[config.mk]
export PLATFORM = sky130hd
export DESIGN_NAME = studio2_keypad
export DESIGN_NICKNAME = d
export VERILOG_FILES = /design/src/rtl/studio2_keypad.sv
export SDC_FILE = /design/constraint.sdc
export NUM_CORES = 1
export LEC_CHECK = 0
export BUFFER_PORTS_ARGS = -buffer_cell sky130_fd_sc_hd__buf_2
export CORE_MARGIN = 4
export CORE_UTILIZATION = 64
export CTS_CLUSTER_SIZE = 12
export DETAILED_ROUTE_END_ITERATION = 10
export GPL_TIMING_DRIVEN = 0
export PLACE_DENSITY_LB_ADDON = 0.3
export SKIP_LAST_GASP = 1
export SLEW_MARGIN = 20
export SYNTH_ARGS = -nofsm -noshare
export SYNTH_HDL_FRONTEND = slang
export SYNTH_SLANG_ARGS = --single-unit
[constraint.sdc]
create_clock -name clk_sys -period 8.8 [get_ports clk_sys]
set_input_delay 1.32 -clock clk_sys [delete_from_list [all_inputs] [get_ports clk_sys]]
set_output_delay 1.32 -clock clk_sys [all_outputs]
set_load 0.02 [all_outputs]
[src/rtl/studio2_keypad.sv]
// PS/2 key event word to the two Studio II 10-key hex keypads.
// Taps are stretched by a per-pad hold timer so the game's polling loop cannot miss them.
module studio2_keypad #(
    parameter int HOLD_CYCLES = 960000,
    parameter int HOLD_W      = 20
) (
    input  logic        clk_sys,
    input  logic        reset,
    input  logic [10:0] ps2_key,
    input  logic        key_sel_we,
    input  logic [3:0]  key_sel,
    output logic        ef3,
    output logic        ef4,
    output logic [15:0] keys_p1,
    output logic [15:0] keys_p2
);

    logic [10:0]       ps2_q;
    logic              old_stb_q, old_stb_d;
    logic              primed_q, primed_d;
    logic [3:0]        sel_q, sel_d;
    logic [9:0]        down_q   [2];
    logic [9:0]        down_d   [2];
    logic [9:0]        sticky_q [2];
    logic [9:0]        sticky_d [2];
    logic [HOLD_W-1:0] timer_q  [2];
    logic [HOLD_W-1:0] timer_d  [2];
    logic [15:0]       vis_p1, vis_p2;

    logic              evt;
    logic              hit [2];
    logic [3:0]        idx;

    // Input sampler is left unreset so it keeps tracking the toggle level during
    // reset; priming then absorbs whatever level is present at release.
    always_ff @(posedge clk_sys) begin
        ps2_q <= ps2_key;
    end

    assign evt = primed_q & (ps2_q[10] != old_stb_q) & ~ps2_q[8];

    always_comb begin
        hit[0] = 1'b0;
        hit[1] = 1'b0;
        idx    = 4'd0;
        case (ps2_q[7:0])
            8'h45: begin hit[0] = 1'b1; idx = 4'd0; end
            8'h16: begin hit[0] = 1'b1; idx = 4'd1; end
            8'h1E: begin hit[0] = 1'b1; idx = 4'd2; end
            8'h26: begin hit[0] = 1'b1; idx = 4'd3; end
            8'h25: begin hit[0] = 1'b1; idx = 4'd4; end
            8'h2E: begin hit[0] = 1'b1; idx = 4'd5; end
            8'h36: begin hit[0] = 1'b1; idx = 4'd6; end
            8'h3D: begin hit[0] = 1'b1; idx = 4'd7; end
            8'h3E: begin hit[0] = 1'b1; idx = 4'd8; end
            8'h46: begin hit[0] = 1'b1; idx = 4'd9; end
            8'h70: begin hit[1] = 1'b1; idx = 4'd0; end
            8'h69: begin hit[1] = 1'b1; idx = 4'd1; end
            8'h72: begin hit[1] = 1'b1; idx = 4'd2; end
            8'h7A: begin hit[1] = 1'b1; idx = 4'd3; end
            8'h6B: begin hit[1] = 1'b1; idx = 4'd4; end
            8'h73: begin hit[1] = 1'b1; idx = 4'd5; end
            8'h74: begin hit[1] = 1'b1; idx = 4'd6; end
            8'h6C: begin hit[1] = 1'b1; idx = 4'd7; end
            8'h75: begin hit[1] = 1'b1; idx = 4'd8; end
            8'h7D: begin hit[1] = 1'b1; idx = 4'd9; end
            default: begin end
        endcase
    end

    always_comb begin
        old_stb_d = ps2_q[10];
        primed_d  = 1'b1;
        sel_d     = key_sel_we ? key_sel : sel_q;
        for (int p = 0; p < 2; p++) begin
            down_d[p]   = down_q[p];
            sticky_d[p] = sticky_q[p];
            timer_d[p]  = timer_q[p];
            if (evt && hit[p] && ps2_q[9]) begin
                // A press overrides a same-cycle expiry: other sticky bits survive too.
                down_d[p][idx]   = 1'b1;
                sticky_d[p][idx] = 1'b1;
                timer_d[p]       = HOLD_W'(HOLD_CYCLES);
            end else begin
                if (timer_q[p] != '0) begin
                    timer_d[p] = timer_q[p] - HOLD_W'(1);
                    if (timer_q[p] == HOLD_W'(1)) begin
                        sticky_d[p] = '0;
                    end
                end
                if (evt && hit[p]) begin
                    down_d[p][idx] = 1'b0;
                end
            end
        end
    end

    assign vis_p1 = {6'b0, down_q[0] | sticky_q[0]};
    assign vis_p2 = {6'b0, down_q[1] | sticky_q[1]};

    always_ff @(posedge clk_sys or posedge reset) begin
        if (reset) begin
            old_stb_q <= 1'b0;
            primed_q  <= 1'b0;
            sel_q     <= 4'd0;
            ef3       <= 1'b0;
            ef4       <= 1'b0;
            keys_p1   <= 16'd0;
            keys_p2   <= 16'd0;
            for (int p = 0; p < 2; p++) begin
                down_q[p]   <= '0;
                sticky_q[p] <= '0;
                timer_q[p]  <= '0;
            end
        end else begin
            old_stb_q <= old_stb_d;
            primed_q  <= primed_d;
            sel_q     <= sel_d;
            ef3       <= vis_p1[sel_q];
            ef4       <= vis_p2[sel_q];
            keys_p1   <= vis_p1;
            keys_p2   <= vis_p2;
            for (int p = 0; p < 2; p++) begin
                down_q[p]   <= down_d[p];
                sticky_q[p] <= sticky_d[p];
                timer_q[p]  <= timer_d[p];
            end
        end
    end

endmodule

==> flow_summary.ini <==
[floorplanning]
rows = 34
io_pins = 52
die_h_um = 103
die_w_um = 103
core_um2 = 8720
die_area_um2 = 10600
start_util_pct = 66.0

[power]
switchingPower_uw = 560
p_int_mw = 1.19
p_comb_share_pct = 20.8
pwr-share-clk_pct = 37.2
switching_share_pct = 32.0
p_leak_nw = 3.18
p_seq_share_pct = 42.0
max-vdd-ir-drop_uv = 163
power_density_nw_per_um2 = 260

[clock_tree]
cts_made_buffers = 17
cts-root-buf = clkbuf_8
cts_max_level = 4
ctsHoldBuffers = 0
cts_tree = done
clk_path_buf_depth = 2
cts_setup_buffers = 0
cts_resized = 0
clock_latency_ps = 520
cts.reportedPaths.clkPinSlew_ps = 60
cts_sinks = 119

[global_route]
grt_pass1_vias = 4598
antenna_found_initial = 0
grt_use_total_pct = 27.1
grt_max_degree = 87
grt_overflow = 0
grt_pass1_wl_mm = 22.1

[finish]
syn_to_final_growth_pct = 16.8
antennaDiodeCount = 0
nets = 655
layoutNonFillerInstCount = 754
layout_common_cells = dfrtp_1, nor2_1, nand2_1
layout_commonest_cell = dfrtp_1
layout-drive-gt1-share_pct = 20.6

[min_path]
hold_class = reg2reg
whs_path_depth = 0

[setup_path]
worstRegToRegCells = 7
crit_path_start_kind = flop
worstPathArrival_ps = 3190
cp.depth = 7
cp_slowest_stage_delay_ps = 680
path_delay_family = simple AND/OR/NAND/NOR gates
critical_path.cell_chain = xnor2_1 -> nor3b_1 -> and2_1 -> a21boi_1 -> clkbuf_1 -> a41oi_1 -> nor2_1
path_max_fanout = 10
criticalPathCategory = reg2reg
cp-end-kind = flop
reg2reg_setup_slack_ps = 6060
path_buf_inv = 1
cp_slowest_cell = nor3b_1
cp.required_ps = 9250

[placed_design]
numPortBuffers = 39
dpl.hpwl_mm = 9.07
routabilityCongestion = 0.963
placed_cells = 722

[drt]
dr_wl_met2_mm = 6.56
wl_met3_um = 827
highest_layer = met4
drt_iter0_markers = 245
drc = 0
drt_pass1_iterations = 5
routed_via_density = 6.03
ant_nets = 0
wl_met1_mm = 5.54
via_count = 4548
wirelength_mm = 13.3
wl_per_cell_um = 17.7

[synth]
synth_area_per_cell_um2 = 10.2
syn_inst = 563
ys_ff_latch = 119
netlist_area_um2 = 5750
synth_edf_count = 0
yosysSeqAreaShare_pct = 50.8
ys_types = 75
yosys.area.top_type = dfrtp_1
synth_area_leaders = dfrtp_1, dfxtp_1, nor2_1
synth_ff_type = dfrtp_1
synth_top_cell_area_share_pct = 47.0
ys_async_sr_fraction_pct = 90.8
yosysWarnings = 0

[run]
drv_cap = 0

[timing]
skew_ps = 8.28
period_minus_slack_ps = 2740
tightestPinTransition_ps = 899
post-route-period-util_pct = 31.1
hold_violations = 0
drv_slew = 0
relSlewSlack_pct = 39.7
setup_viol = 0
max_freq_mhz = 365
setup_tns_ps = 0
rsz0062_at_grt = false

[outcome]
status = complete, no violations
-- power groups by stage --
stage / combinational (mW) / sequential [mW] / clock, mW
after detailed placement: 0.359 / 0.739 / 0
after global routing: 0.407 / 0.749 / 0.680
final: 0.364 / 0.734 / 0.651
after global placement: 0.333 / 0.732 / 0
after floorplan: 0.282 / 0.723 / 0
after CTS: 0.364 / 0.733 / 0.651
-- metrics by stage --
step | setup slack (ps) | hold slack [ps] | total power, mW | utilization, % | area, um^2
floorplan | 4630 | 345 | 1.01 | - | 5790
global placement | 3610 | 352 | 1.07 | 70.2 | 6120
detailed placement | 6130 | 356 | 1.10 | 70.6 | 6160
CTS | 6110 | 364 | 1.75 | 77.0 | 6720
global route | 5890 | 379 | 1.84 | 77.0 | 6720
finish | 6060 | 364 | 1.75 | 77.0 | 6720
-- kinds of logic (layout without fill, tap and decap cells) --
family	after synthesis	after routing	synth area share, %
flip-flops	119	119	50.8
adder cells (fa/ha/maj)	4	4	0.870
multiplexers	18	18	4.35
buffers and inverters	48	120	4.11
XOR/XNOR	33	33	5.03
other	2	13	0.131
AND/OR/NAND/NOR	237	237	22.3
AO/OA/AOI/OAI	102	102	12.4
-- path summary, 6_finish.rpt --
path	startpoint	end
min reg2reg	ps2_q[10]$_DFF_P_	old_stb_q$_DFF_PP0_
max reg2reg	old_stb_q$_DFF_PP0_	sticky_q[3]$_DFFE_PP0P_
max	old_stb_q$_DFF_PP0_	sticky_q[3]$_DFFE_PP0P_
min in group asynchronous	reset	keys_p1[7]$_DFF_PP0_
min	ps2_q[10]$_DFF_P_	old_stb_q$_DFF_PP0_
max in group asynchronous	reset	timer_q[26]$_DFFE_PP0P_
-- worst register-to-register path, cell delays in order, from the launching register on --
cell	delay (ps)
dfrtp_1	370
xnor2_1	120
nor3b_1	680
and2_1	300
a21boi_1	420
clkbuf_1	460
a41oi_1	200
nor2_1	120
-- synth_stat cells, types with 9 or more instances --
| cell type | number |
|---|---|
| dfrtp_1 | 108 |
| nor2_1 | 55 |
| nand2_1 | 50 |
| o21ai_0 | 21 |
| or2_2 | 21 |
| a21oi_1 | 20 |
| xnor2_1 | 20 |
| nand3_1 | 19 |
| inv_1 | 15 |
| nor3_1 | 14 |
| xor2_1 | 13 |
| buf_4 | 12 |
| nand2b_1 | 12 |
| dfxtp_1 | 11 |
| buf_2 | 9 |
| clkbuf_1 | 9 |
| mux2_1 | 9 |
| nor2b_1 | 9 |
| o31ai_1 | 9 |
-- routing by layer --
layer  vias to the layer above  GRT usage (%)
li1                       2123              -
met1                      2200           34.3
met2                       187           45.6
met3                        38           5.41
met4                         0           11.6
met5                         -              0
-- area by class of cell --
type	count	area, um^2
fill	579	2000
inverter	16	65.1
sequential	119	2920
tap	108	135
clock buffer	20	445
buffer	32	176
multi-input combinational	407	2630
timing repair buffer	40	223
clock inverter	12	115
No activity file was read; power rests on OpenSTA's default activity.
